==> src/rtl/controlador_acao_display.sv <==
// Action sequencer for the autonomous toy plus a 4-digit multiplexed 7-segment scan.
// Each action is held for DUR_TICKS timebase ticks; the display shows action, cycle count, state and a blank digit.
//
// state      | meaning
// OCIOSO     | idle, waiting for iniciar (also entered on obstacle abort)
// EXECUTANDO | running an action, timer advances on each tick
// PAUSADO    | running but frozen while pausar is high
// FIM        | sequence completed, last action code held
module controlador_acao_display #(
    parameter int PRESCALE_DIV = 50000,
    parameter int DUR_TICKS    = 2000,
    parameter int ACAO_MAX     = 5
) (
    input  logic       clk,
    input  logic       reset,
    input  logic       iniciar,
    input  logic       pausar,
    input  logic       obstaculo,
    output logic [3:0] acao,
    output logic [3:0] valor_digito,
    output logic [3:0] anodo,
    output logic       ocupado,
    output logic       fim,
    output logic       erro
);

    localparam int PW = (PRESCALE_DIV > 1) ? $clog2(PRESCALE_DIV) : 1;
    localparam int TW = (DUR_TICKS > 1) ? $clog2(DUR_TICKS) : 1;
    localparam logic [PW-1:0] PRE_LAST   = PW'(PRESCALE_DIV - 1);
    localparam logic [TW-1:0] TIMER_LAST = TW'(DUR_TICKS - 1);
    localparam logic [3:0]    ACAO_LAST  = 4'(ACAO_MAX);

    typedef enum logic [1:0] {
        OCIOSO     = 2'd0,
        EXECUTANDO = 2'd1,
        PAUSADO    = 2'd2,
        FIM        = 2'd3
    } estado_t;

    estado_t       estado_q, estado_d;
    logic [3:0]    acao_q, acao_d;
    logic [PW-1:0] pre_q, pre_d;
    logic [TW-1:0] timer_q, timer_d;
    logic [3:0]    ciclos_q, ciclos_d;
    logic [1:0]    scan_q, scan_d;
    logic [3:0]    anodo_q, anodo_d;
    logic          ocupado_q, ocupado_d;
    logic          fim_q, fim_d;
    logic          erro_q, erro_d;
    logic          tick;

    always_ff @(posedge clk or posedge reset) begin
        if (reset) begin
            estado_q  <= OCIOSO;
            acao_q    <= 4'd0;
            pre_q     <= '0;
            timer_q   <= '0;
            ciclos_q  <= 4'd0;
            scan_q    <= 2'd0;
            anodo_q   <= 4'b1110;
            ocupado_q <= 1'b0;
            fim_q     <= 1'b0;
            erro_q    <= 1'b0;
        end else begin
            estado_q  <= estado_d;
            acao_q    <= acao_d;
            pre_q     <= pre_d;
            timer_q   <= timer_d;
            ciclos_q  <= ciclos_d;
            scan_q    <= scan_d;
            anodo_q   <= anodo_d;
            ocupado_q <= ocupado_d;
            fim_q     <= fim_d;
            erro_q    <= erro_d;
        end
    end

    always_comb begin
        tick    = (pre_q == PRE_LAST);
        pre_d   = tick ? '0 : pre_q + PW'(1);
        scan_d  = tick ? scan_q + 2'd1 : scan_q;
        anodo_d = ~(4'b0001 << scan_d);
    end

    always_comb begin
        estado_d = estado_q;
        acao_d   = acao_q;
        timer_d  = timer_q;
        ciclos_d = ciclos_q;
        erro_d   = erro_q;
        fim_d    = 1'b0;
        case (estado_q)
            OCIOSO, FIM: begin
                if (iniciar && !obstaculo) begin
                    estado_d = EXECUTANDO;
                    acao_d   = 4'd1;
                    timer_d  = '0;
                    erro_d   = 1'b0;
                end
            end
            EXECUTANDO: begin
                if (obstaculo) begin
                    estado_d = OCIOSO;
                    acao_d   = 4'd0;
                    timer_d  = '0;
                    erro_d   = 1'b1;
                end else if (pausar) begin
                    estado_d = PAUSADO;
                end else if (tick) begin
                    if (timer_q == TIMER_LAST) begin
                        if (acao_q < ACAO_LAST) begin
                            acao_d  = acao_q + 4'd1;
                            timer_d = '0;
                        end else begin
                            estado_d = FIM;
                            fim_d    = 1'b1;
                            ciclos_d = (ciclos_q == 4'd9) ? 4'd0 : ciclos_q + 4'd1;
                        end
                    end else begin
                        timer_d = timer_q + TW'(1);
                    end
                end
            end
            PAUSADO: begin
                // Ticks seen while paused are discarded; the timer resumes exactly where it stopped.
                if (obstaculo) begin
                    estado_d = OCIOSO;
                    acao_d   = 4'd0;
                    timer_d  = '0;
                    erro_d   = 1'b1;
                end else if (!pausar) begin
                    estado_d = EXECUTANDO;
                end
            end
            default: estado_d = OCIOSO;
        endcase
        ocupado_d = (estado_d == EXECUTANDO) || (estado_d == PAUSADO);
    end

    always_comb begin
        case (scan_q)
            2'd0:    valor_digito = acao_q;
            2'd1:    valor_digito = ciclos_q;
            2'd2:    valor_digito = {2'b00, estado_q};
            default: valor_digito = 4'hF;
        endcase
    end

    assign acao    = acao_q;
    assign anodo   = anodo_q;
    assign ocupado = ocupado_q;
    assign fim     = fim_q;
    assign erro    = erro_q;

endmodule

==> config.mk <==
export PLATFORM = sky130hd
export DESIGN_NAME = controlador_acao_display
export DESIGN_NICKNAME = d
export VERILOG_FILES = /design/src/rtl/controlador_acao_display.sv
export SDC_FILE = /design/constraint.sdc
export NUM_CORES = 1
export LEC_CHECK = 0
export ABC_AREA = 1
export BUFFER_PORTS_ARGS = -buffer_cell sky130_fd_sc_hd__buf_4
export CORE_AREA = 2 2 67 117
export DETAILED_ROUTE_END_ITERATION = 6
export DIE_AREA = 0 0 69 119
export GPL_ROUTABILITY_DRIVEN = 0
export GPL_TIMING_DRIVEN = 0
export PLACE_DENSITY = 0.62
export SLEW_MARGIN = 20
export SYNTH_ARGS = -nofsm -noshare
export SYNTH_HDL_FRONTEND = slang
export SYNTH_SLANG_ARGS = --single-unit
==> constraint.sdc <==
create_clock -name clk -period 4.55 [get_ports clk]
set_clock_uncertainty 0.2 [all_clocks]
set_input_delay 0.2275 -clock clk [delete_from_list [all_inputs] [get_ports clk]]
set_output_delay 0.2275 -clock clk [all_outputs]
set_load 0.05 [all_outputs]
==> impl_metrics.py <==
metrics = {
    "run_status": {
        "outcome": "completed",
    },
    "job": {
        "cap_violations": 0,
    },
    "grt": {
        "grt_pass1_vias": 2495,
        "grt.overflow.total": 0,
        "grt.total_usage_pct": 17.52,
        "grt_max_degree": 33,
        "grt_pass1_wl_um": 11390,
        "grt_antenna_before_repair": 0,
    },
    "cells_and_area": {
        "regArea_um2": 1155,
        "area_growth_pct": 15.41,
        "utilization_pct": 44.69,
        "layout_commonest_cell": "nand2_1",
        "n_fill_cell": 770,
        "drive_above_1_share_pct": 16.42,
        "multi_input_comb_area_um2": 1460,
        "design_area_um2": 3288,
        "num_antenna_cells": 0,
        "layout_common_cells": "nand2_1 (89), nor2_1 (46), inv_1 (45)",
        "final_cells": 490,
        "num-nets-final": 416,
    },
    "power_and_ir_drop": {
        "fin_total_pwr_mw": 1.362,
        "p_per_area_nw_per_um2": 414.1,
        "p_leak_nw": 1.539,
        "vdd_drop_max_v": 0.0002757,
    },
    "clock_tree": {
        "cts-resized-gates": 0,
        "cts_tree": "built",
        "htree_levels": 2,
        "insertion_delay_ns": 0.29,
        "cts-hold-fix-buffers": 2,
        "clk_pin_slew_ns": 0.07,
        "cts_max_path_buffers": 2,
        "cts_setup_buffers": 0,
        "clock-root-buffer": "clkbuf_16",
        "cts_buffers": 5,
        "clock_sinks": 46,
    },
    "setup_path": {
        "rr_startpoint": "estado_q[1]",
        "crit_fanout": 7,
        "cp.required_ns": 4.58,
        "cp-start-kind": "register",
        "reg2reg_depth": 12,
        "crit_type": "register to register",
        "cp.arrival_ns": 2.17,
        "reg2reg_slack_ns": 2.41,
        "r2r-end": "ocupado",
        "critPathCaptureType": "register",
    },
    "timing": {
        "hold_viol_final": 0,
        "worstMarginPinSlew_ns": 0.4144,
        "slew-limit-headroom_pct": 72.08,
        "setup_viol": 0,
        "hold_ws_ns": 0.05655,
        "tns_ns": 0,
        "fin_crit_sh_pct": 46.99,
        "setup_slack_ns": 2.412,
        "finalMaxSlewViolations": 0,
        "max_freq_ghz": 0.4677,
        "period_needed_ns": 2.138,
        "rsz0062_at_grt": "no",
    },
    "drt": {
        "drt_pre_antenna_iters": 4,
        "drc": 0,
        "drt_iter0_drc": 116,
        "drtAntennaViolNets": 0,
        "vias": 2460,
        "viasPerCell": 5.020,
        "wirelength_um": 6606,
        "wl_per_cell_um": 13.48,
    },
    "synthesis": {
        "yosysUniqueCellTypes": 37,
        "synth_area_leaders": "dfrtp_1 (38%), nand2_1 (12%), inv_1 (6.1%)",
        "syn-instance-count": 373,
        "yosysWarningCount": 0,
        "synth_area_leader_cell": "dfrtp_1",
        "synth_fp_nets": 388,
        "synth_top_cell_area_share_pct": 37.77,
        "synth_area_um2": 2849,
        "ys_seq_area_share_pct": 40.54,
        "postSynthAreaPerCell_um2": 7.638,
        "ys_ff_latch": 46,
    },
    "min_path": {
        "hold_start": "pausar",
        "min_path_type": "input pin to register",
        "min_to": "ciclos_q[2]",
        "hold_path_depth": 4,
    },
    "placement": {
        "io_buffer_count": 18,
        "pre_cts_slack_ns": 2.419,
        "placed_area_um2": 3114,
        "dp_hpwl_um": 5145,
        "dp_cells": 480,
    },
    "floorplanning": {
        "initial_utilization_pct": 38.72,
        "die_w_um": 69,
        "io_pins": 20,
        "die_h_um": 119,
        "core-area_um2": 7357,
        "die_area_um2": 8211,
        "rows": 42,
    },
}
## layout make-up
cell class                      instances  area share, %
Multi-Input combinational cell        269          44.41
Inverter                               56          6.545
Sequential cell                        46          35.12
Buffer                                  2         0.5708
Clock inverter                          3         0.8752
Timing Repair Buffer                   21          5.327
Clock buffer                            5          3.805
Tap cell                               88          3.349
## cell families (layout without fill, tap and decap cells)
| family | count (synthesis) | in the layout | share of synthesized area (%) |
|---|---|---|---|
| buffers and inverters | 58 | 87 | 8.213 |
| adders and majority gates | 10 | 10 | 4.392 |
| and+or+nand+nor | 208 | 208 | 34.21 |
| xor gates and xnor gates | 15 | 15 | 4.875 |
| AOI/OAI and AO/OA | 36 | 36 | 7.773 |
| DFF | 46 | 46 | 40.54 |
## state kept, by name, indices dropped and copies added (netlist names)
name	flops
acao	4
anodo	4
ciclos_q	4
erro	1
estado_q	2
fim	1
ocupado	1
pre_q	16
scan_q	2
timer_q	11
## synthesized netlist by cell type (all sizes together)
library cell / instances
a21oi: 10
a221o: 2
a22oi: 1
a31oi: 2
buf: 2
clkinv: 1
dfrtp: 43
dfstp: 3
ha: 10
inv: 55
nand2: 96
nand3: 30
nand3b: 1
nand4: 12
nor2: 52
nor3: 12
nor3b: 1
nor4: 2
o21ai: 18
o21bai: 3
or2: 2
xnor2: 2
xor2: 13
## power by group
part	internal (mW)	switching, mW
registers	0.442	0.0371
clock network	0.211	0.173
logic	0.142	0.356
total	0.795	0.567
## layer usage
layer / part of all wire [%] / GRT usage (%) / vias up
li1: - / - / 1247
met1: 36 / 16.58 / 1165
met2: 60 / 34.86 / 34
met3: 2.1 / 3.046 / 14
met4: 2.9 / 8.578 / 0
met5: 0 / 0 / -
## critical path, stage by stage (launching register included)
cell	delay [ns]
dfrtp_1	0.43
inv_1	0.10
ha_1	0.32
nand2_2	0.11
inv_2	0.15
nand2_1	0.11
nor2_4	0.15
nand3_2	0.14
nand2_1	0.09
nand2_1	0.06
inv_1	0.07
nand2_1	0.05
nand2_1	0.07
## worst max path at each step
| stage | start | to | slack (ns) | depth (start not counted) |
|---|---|---|---|---|
| floorplan | acao[0] | timer_q[7] | 2.47 | 10 |
| global placement | reset | ciclos_q[0] | 2.32 | 2 |
| detailed placement | pre_q[0] | timer_q[8] | 2.42 | 11 |
| CTS | estado_q[1] | ocupado | 2.40 | 12 |
| global route | estado_q[1] | timer_q[8] | 2.22 | 11 |
| finish | estado_q[1] | ocupado | 2.41 | 12 |
(Power assumes the default switching activity.)
